===== src/rtl/game_ctrl.sv =====
// Session controller for the maze game core: round-robin move arbitration,
// game-end detection with saturating score counters and automatic restart.
module game_ctrl #(
    parameter int HOLD_CYCLES = 4,
    parameter int CNT_W       = 8
) (
    input  logic             clk,
    input  logic             reset,
    input  logic             req0,
    input  logic [1:0]       dir0,
    output logic             ack0,
    input  logic             req1,
    input  logic [1:0]       dir1,
    output logic             ack1,
    input  logic             d,
    input  logic             win,
    output logic             n,
    output logic             s,
    output logic             e,
    output logic             w,
    output logic             game_reset,
    output logic [CNT_W-1:0] wins,
    output logic [CNT_W-1:0] deaths,
    output logic             busy
);

    typedef enum logic [1:0] {RESTART, PLAY, OVER} state_t;

    // One counter serves both the 2-cycle RESTART and the HOLD_CYCLES OVER phase.
    localparam int CW = (HOLD_CYCLES > 2) ? $clog2(HOLD_CYCLES) : 1;
    localparam logic [CW-1:0]    OVER_LAST = CW'(HOLD_CYCLES - 1);
    localparam logic [CW-1:0]    RST_LAST  = CW'(1);
    localparam logic [CNT_W-1:0] CNT_MAX   = '1;

    state_t        state;
    logic [CW-1:0] cnt;
    logic          last1;
    logic          game_end;
    logic          grant;
    logic [1:0]    grant_dir;

    assign game_end  = d | win;
    assign ack0      = (state == PLAY) && !game_end && req0 && (!req1 || last1);
    assign ack1      = (state == PLAY) && !game_end && req1 && (!req0 || !last1);
    assign grant     = ack0 | ack1;
    assign grant_dir = ack0 ? dir0 : dir1;

    // NOTE: every register here uses <= so all updates see pre-edge values.
    always_ff @(posedge clk or posedge reset) begin
        if (reset) begin
            state      <= RESTART;
            cnt        <= '0;
            game_reset <= 1'b1;
            busy       <= 1'b1;
            last1      <= 1'b1;
            n          <= 1'b0;
            s          <= 1'b0;
            e          <= 1'b0;
            w          <= 1'b0;
            wins       <= '0;
            deaths     <= '0;
        end else begin
            n <= grant && (grant_dir == 2'b00);
            s <= grant && (grant_dir == 2'b01);
            e <= grant && (grant_dir == 2'b10);
            w <= grant && (grant_dir == 2'b11);

            if (ack0)      last1 <= 1'b0;
            else if (ack1) last1 <= 1'b1;

            case (state)
                RESTART: begin
                    if (cnt == RST_LAST) begin
                        state      <= PLAY;
                        cnt        <= '0;
                        game_reset <= 1'b0;
                        busy       <= 1'b0;
                    end else begin
                        cnt <= cnt + 1'b1;
                    end
                end
                PLAY: begin
                    if (game_end) begin
                        state <= OVER;
                        cnt   <= '0;
                        busy  <= 1'b1;
                        // A death outranks a simultaneous win.
                        if (d) begin
                            if (deaths != CNT_MAX) deaths <= deaths + 1'b1;
                        end else if (wins != CNT_MAX) begin
                            wins <= wins + 1'b1;
                        end
                    end
                end
                OVER: begin
                    if (cnt == OVER_LAST) begin
                        state      <= RESTART;
                        cnt        <= '0;
                        game_reset <= 1'b1;
                    end else begin
                        cnt <= cnt + 1'b1;
                    end
                end
                default: begin
                    state      <= RESTART;
                    cnt        <= '0;
                    game_reset <= 1'b1;
                    busy       <= 1'b1;
                end
            endcase
        end
    end

endmodule


===== config.mk =====
export PLATFORM = sky130hd
export DESIGN_NAME = game_ctrl
export DESIGN_NICKNAME = d
export VERILOG_FILES = /design/src/rtl/game_ctrl.sv
export SDC_FILE = /design/constraint.sdc
export NUM_CORES = 1
export LEC_CHECK = 0
export CORE_MARGIN = 3
export CORE_UTILIZATION = 52
export DETAILED_ROUTE_END_ITERATION = 8
export PLACE_DENSITY_LB_ADDON = 0.3
export SLEW_MARGIN = 20
export SYNTH_ARGS = -nofsm -noshare
export SYNTH_HDL_FRONTEND = slang
export SYNTH_SLANG_ARGS = --single-unit

===== constraint.sdc =====
create_clock -name clk -period 3.5 [get_ports clk]
set_clock_uncertainty 0.15 [all_clocks]
set_input_delay 0.7 -clock clk [delete_from_list [all_inputs] [get_ports clk]]
set_output_delay 0.7 -clock clk [all_outputs]
set_load 0.02 [all_outputs]

# Yosys cells after proc, flatten, opt, wreduce, memory -nomap -nowiden
# Cells that the tools add are included.
dict set report classes {
  addsub 3
  eq_ne 12
  muxes 16
  n_bitwise 5
  n_reduce_logical 23
}
# cell count
set op_table {}
lappend op_table {{$add A8 B1 Y8 const B} 2}
lappend op_table {{$ne A8 B8 Y1 const B} 2}
lappend op_table {{$mux W2} 7}
lappend op_table {{$pmux W2 S3} 2}
lappend op_table {{$logic_and A1 B1 Y1} 9}
lappend op_table {{$reduce_and A3 Y1} 3}
lappend op_table {{$eq A2 B2 Y1 const B} 4}
lappend op_table {{$reduce_and A4 Y1} 2}
lappend op_table {{$eq A2 B1 Y1 const B} 3}
lappend op_table {{$ne A2 B2 Y1 const B} 3}
lappend op_table {{$pmux W1 S3} 2}
lappend op_table {{$mux W1} 5}
lappend op_table {{$logic_not A1 Y1} 4}
lappend op_table {{$logic_not A2 Y1} 2}
lappend op_table {{$not A1 Y1} 3}
lappend op_table {{$add A2 B1 Y2 const B} 1}
lappend op_table {{$logic_or A1 B1 Y1} 2}
lappend op_table {{$or A1 B1 Y1} 2}
lappend op_table {{$reduce_bool A2 Y1} 1}
dict set report word_totals {
  regBits 27
  output_inout_bits 24
  wordCells 70
}

# Depth between registers and ports, before layout
dict set report depth {
  ltp_word 8
  mapped_depth 6
  depth_no_buf 5
}

# Least setup slack after synthesis
# Ideal clock, no wire load.
dict set report synth_path {
  kind {input -> output}
  from {input port win}
  to {output port ack0}
  arrival_ns 1.347
  setup_slack_ns 1.303
  cell_stages 4
  n_path_buf 1
  path_cell_list {nor2_1 -> nand2b_1 -> clkbuf_1 -> nor2_1}
}
dict set report synth_via {
  elab_chain_cells 5
}
# item line
set synth_lines {}
lappend synth_lines {{from (decl)} 16} ;# input logic win,
lappend synth_lines {{$or A1 B1 Y1} 42} ;# assign game_end = d | win;
lappend synth_lines {{$logic_not A1 Y1} 43} ;# assign ack0 = (state == PLAY) && !game_end && req0 && (!req1 || last1);
lappend synth_lines {{$logic_and A1 B1 Y1 (3 in series)} 43}
lappend synth_lines {{to (decl)} 11} ;# output logic ack0,
# No other way between the ends.

# Worst setup path after layout
dict set report layout_path {
  from {input port d}
  to {output port ack1}
}
dict set report layout_via {
  elab_chain_cells 5
}
# item line
set layout_lines {}
lappend layout_lines {{from (decl)} 15} ;# input logic d,
lappend layout_lines {{$or A1 B1 Y1} 42}
lappend layout_lines {{$logic_not A1 Y1} 44} ;# assign ack1 = (state == PLAY) && !game_end && req1 && (!req0 || !last1);
lappend layout_lines {{$logic_and A1 B1 Y1 (3 in series)} 44}
lappend layout_lines {{to (decl)} 14} ;# output logic ack1,
# No other way between the ends.

==> metrics.cfg <==
[timing]
slew_viol_final=0
timing.hold.ws_ps=373.0
final-setup-viol-count=0
hold_viol=0
timing.setup.tns_ps=0
rsz_0062_raised_after_global_routing=no
timing.slew.headroom_pct=35.71
post-route-period-util_pct=90.55
tightest_slew_ps=963.2
fmax_mhz=315.5
timing.final.crit_period_ps=3169

[cts]
ctsHoldBuffers=0
ctsRootBufferMaster=sky130_fd_sc_hd__clkbuf_4
numCtsBuffers=3
cts_repair_resized_insts=0
htreeDepth=1
cts_tree=yes
post_cts_repair_setup_buffers=0
cts_num_sinks=27
clock_pin_slew_on_the_worst_setup_and_hold_paths_ps=130
clock_latency_ps=320
clock_tree.buffer_depth=2

[power_and_ir_drop]
vdd.ir_drop.worst_v=0.0004623
total_leakage_power_uw=0.0007599
power-per-cell-area_nw_per_um2=576.0

[logic_synthesis]
post-synth-top-area-fraction_pct=43.84
synth.top_cells.by_count=24 x sky130_fd_sc_hd__dfrtp_1, 16 x sky130_fd_sc_hd__nand2_1, 10 x sky130_fd_sc_hd__a21oi_1, 10 x sky130_fd_sc_hd__nor2_1
synth.most_common_cell=sky130_fd_sc_hd__dfrtp_1
async_flop_share_pct=100.0
synth.net_count=144
warning_count_from_the_yosys_run=0
post_synth_num_cell_types=37
ys_seq_area_share_pct=49.59
average_instance_area_after_synthesis_um2=10.62
postSynth.topFlopCell=sky130_fd_sc_hd__dfrtp_1
synth_area_um2=1370
post_synth_inst_count=129
synth.largest_area_cell=sky130_fd_sc_hd__dfrtp_1
number_of_enable_flip_flop_cells_after_synthesis=0
synth.ff_latch_count=27
synth_area_leaders=sky130_fd_sc_hd__dfrtp_1 44%, sky130_fd_sc_hd__dfstp_2 5.8%, sky130_fd_sc_hd__ha_1 4.6%, sky130_fd_sc_hd__nand2_1 4.4%, sky130_fd_sc_hd__mux2_2 4.1%

[run]
maxCapViolations=0

[finish]
utilization_pct=74.14
insertedDiodeCount=0
areaGrowthSynthToFinish_pct=27.76
final_area_um2=1750
final_stage_net_count=180
drive_gt1_share_pct=10.98

[critical_path]
critical_path_arrival_ps=2320
cp_max_fanout=8
cp-startpoint=d
crit_buf_inv=2
largest_delay_share_family_worst_path=buffers and inverters
critical_path_required_ps=2650
worst_setup_path_end_kind=output pin
reg2reg_from=state[1]
crit_chain=clkdlybuf4s50_1 > nor2_1 > nand2b_1 > nor2_1 > clkdlybuf4s50_1
cpPeakStageDelay_ps=620
setup.worst_path.start_class=primary input
critical_path_start_end_classification=primary input to output pin
crit_slowest_cell=sky130_fd_sc_hd__clkdlybuf4s50_1

[die]
num_io_pins=34
initial_core_util_pct=58.03
chipWidth_um=57.33
coreArea_um2=2361
core.rowCount=17
chipHeight_um=57.33
dieArea_um2=3287

[min_path]
min_path_type=flip-flop to flip-flop
hold_path.startpoint=busy

[detailed_routing]
first_iter_violations=27
routed-via-count=1067
wl_per_cell_um=14.15
antenna_left=0
highest-signal-layer=met4
average_vias_per_placed_instance=5.557
length_of_routed_met3_wiring_um=142
postRouteWirelength_um=2717
post-route-drc-count=0
firstDrtPassIters=4
m1WireLength_um=1141
dr_wl_met2_um=1358

[place]
dpl-instance-area_um2=1723
gp_congestion=0.8263
numPortBuffers=33
dpl.hpwl_um=2126

[grt]
globalRouteOverflowTotal=0
initial_antenna_violation_count=0
grt_pass1_wl_um=4505
grt_pass1_vias=1012
grt_max_degree=27
grt_usage_pct=17.95

[status]
status=finished, final reports clean

through the flow:
| stage | setup WS (ps) | power [uW] | instances |
|---|---|---|---|
| 6_report | 330.7 | 1008 | 192 |
| 5_1_grt | 256.5 | 1085 | 192 |
| 4_1_cts | 314.6 | 1019 | 192 |
| 3_5_place_dp | 314.6 | 887.2 | 188 |
| 3_3_place_gp | 374.4 | 871.3 | 188 |
| 2_1_floorplan | 1303 | 741.7 | 129 |
routing by layer:
metal  global-route usage (%)  vias to the layer above
li1                         -                      520
met1                    20.66                      504
met2                    31.00                       36
met3                    3.620                        7
met4                    9.934                        0
met5                        0                        -
final timing paths:
| check | endpoint | cells past startpoint | slack, ps |
|---|---|---|---|
| worst max-delay path | ack1 | 5 | 330 |
| worst min-delay path | busy | 2 | 370 |
| worst max register to register | deaths[7] | 4 | 1730 |
| worst min register to register | busy | 2 | 370 |
| max in group asynchronous | busy | 3 | 1770 |
| min in group asynchronous | deaths[3] | 2 | 720 |
worst min-delay path, delay by kind of cell, from the launching register on:
family        cells  cell delay (ps)
simple gates      2              140
flops             1              400
registers in the layout (all words and copies together), names as in the netlist:
name        flops
busy            1
cnt             2
deaths          8
e               1
game_reset      1
last1           1
n               1
s               1
state           2
w               1
wins            8
cell families (layout without fill, tap and decap cells):
family | after synthesis | after routing | synth area share, %
AO/OA/AOI/OAI | 21 | 21 | 8.859
XOR/XNOR | 7 | 7 | 4.475
adder cells (fa/ha/maj) | 5 | 5 | 4.566
buffers and inverters | 7 | 42 | 2.556
flip-flops | 27 | 27 | 49.59
multiplexers | 9 | 9 | 7.123
AND/OR/NAND/NOR | 53 | 53 | 22.83
cell usage in the layout (no fill, tap or decap), types with 3 or more instances in the layout:
cell	n
sky130_fd_sc_hd__mux2i_1	3
sky130_fd_sc_hd__dfrtp_1	24
sky130_fd_sc_hd__ha_1	5
sky130_fd_sc_hd__nand2b_1	5
sky130_fd_sc_hd__nand3_1	3
sky130_fd_sc_hd__dfstp_2	3
sky130_fd_sc_hd__clkdlybuf4s50_1	33
sky130_fd_sc_hd__a21oi_1	10
sky130_fd_sc_hd__and3_1	4
sky130_fd_sc_hd__xnor2_1	5
sky130_fd_sc_hd__mux2_2	5
sky130_fd_sc_hd__nor2_1	10
sky130_fd_sc_hd__a31oi_1	3
sky130_fd_sc_hd__nand2_1	16
sky130_fd_sc_hd__inv_1	4
sky130_fd_sc_hd__clkbuf_4	3
where the power goes:
| part | internal [uW] | total, uW | switching [uW] |
|---|---|---|---|
| combinational | 197 | 385 | 188 |
| clock | 42.8 | 131 | 88.5 |
| sequential | 398 | 492 | 94.0 |
| total | 638 | 1010 | 370 |
area by class of cell:
cell class                      count  area (um2)
Clock buffer                        3       22.52
Clock inverter                      1       5.005
Fill cell                         170       610.6
Inverter                            4       15.01
Multi-Input combinational cell     95       655.6
Sequential cell                    27       679.4
Tap cell                           28       35.03
Timing Repair Buffer               34       337.8
No activity file was read; power rests on OpenSTA's default activity.
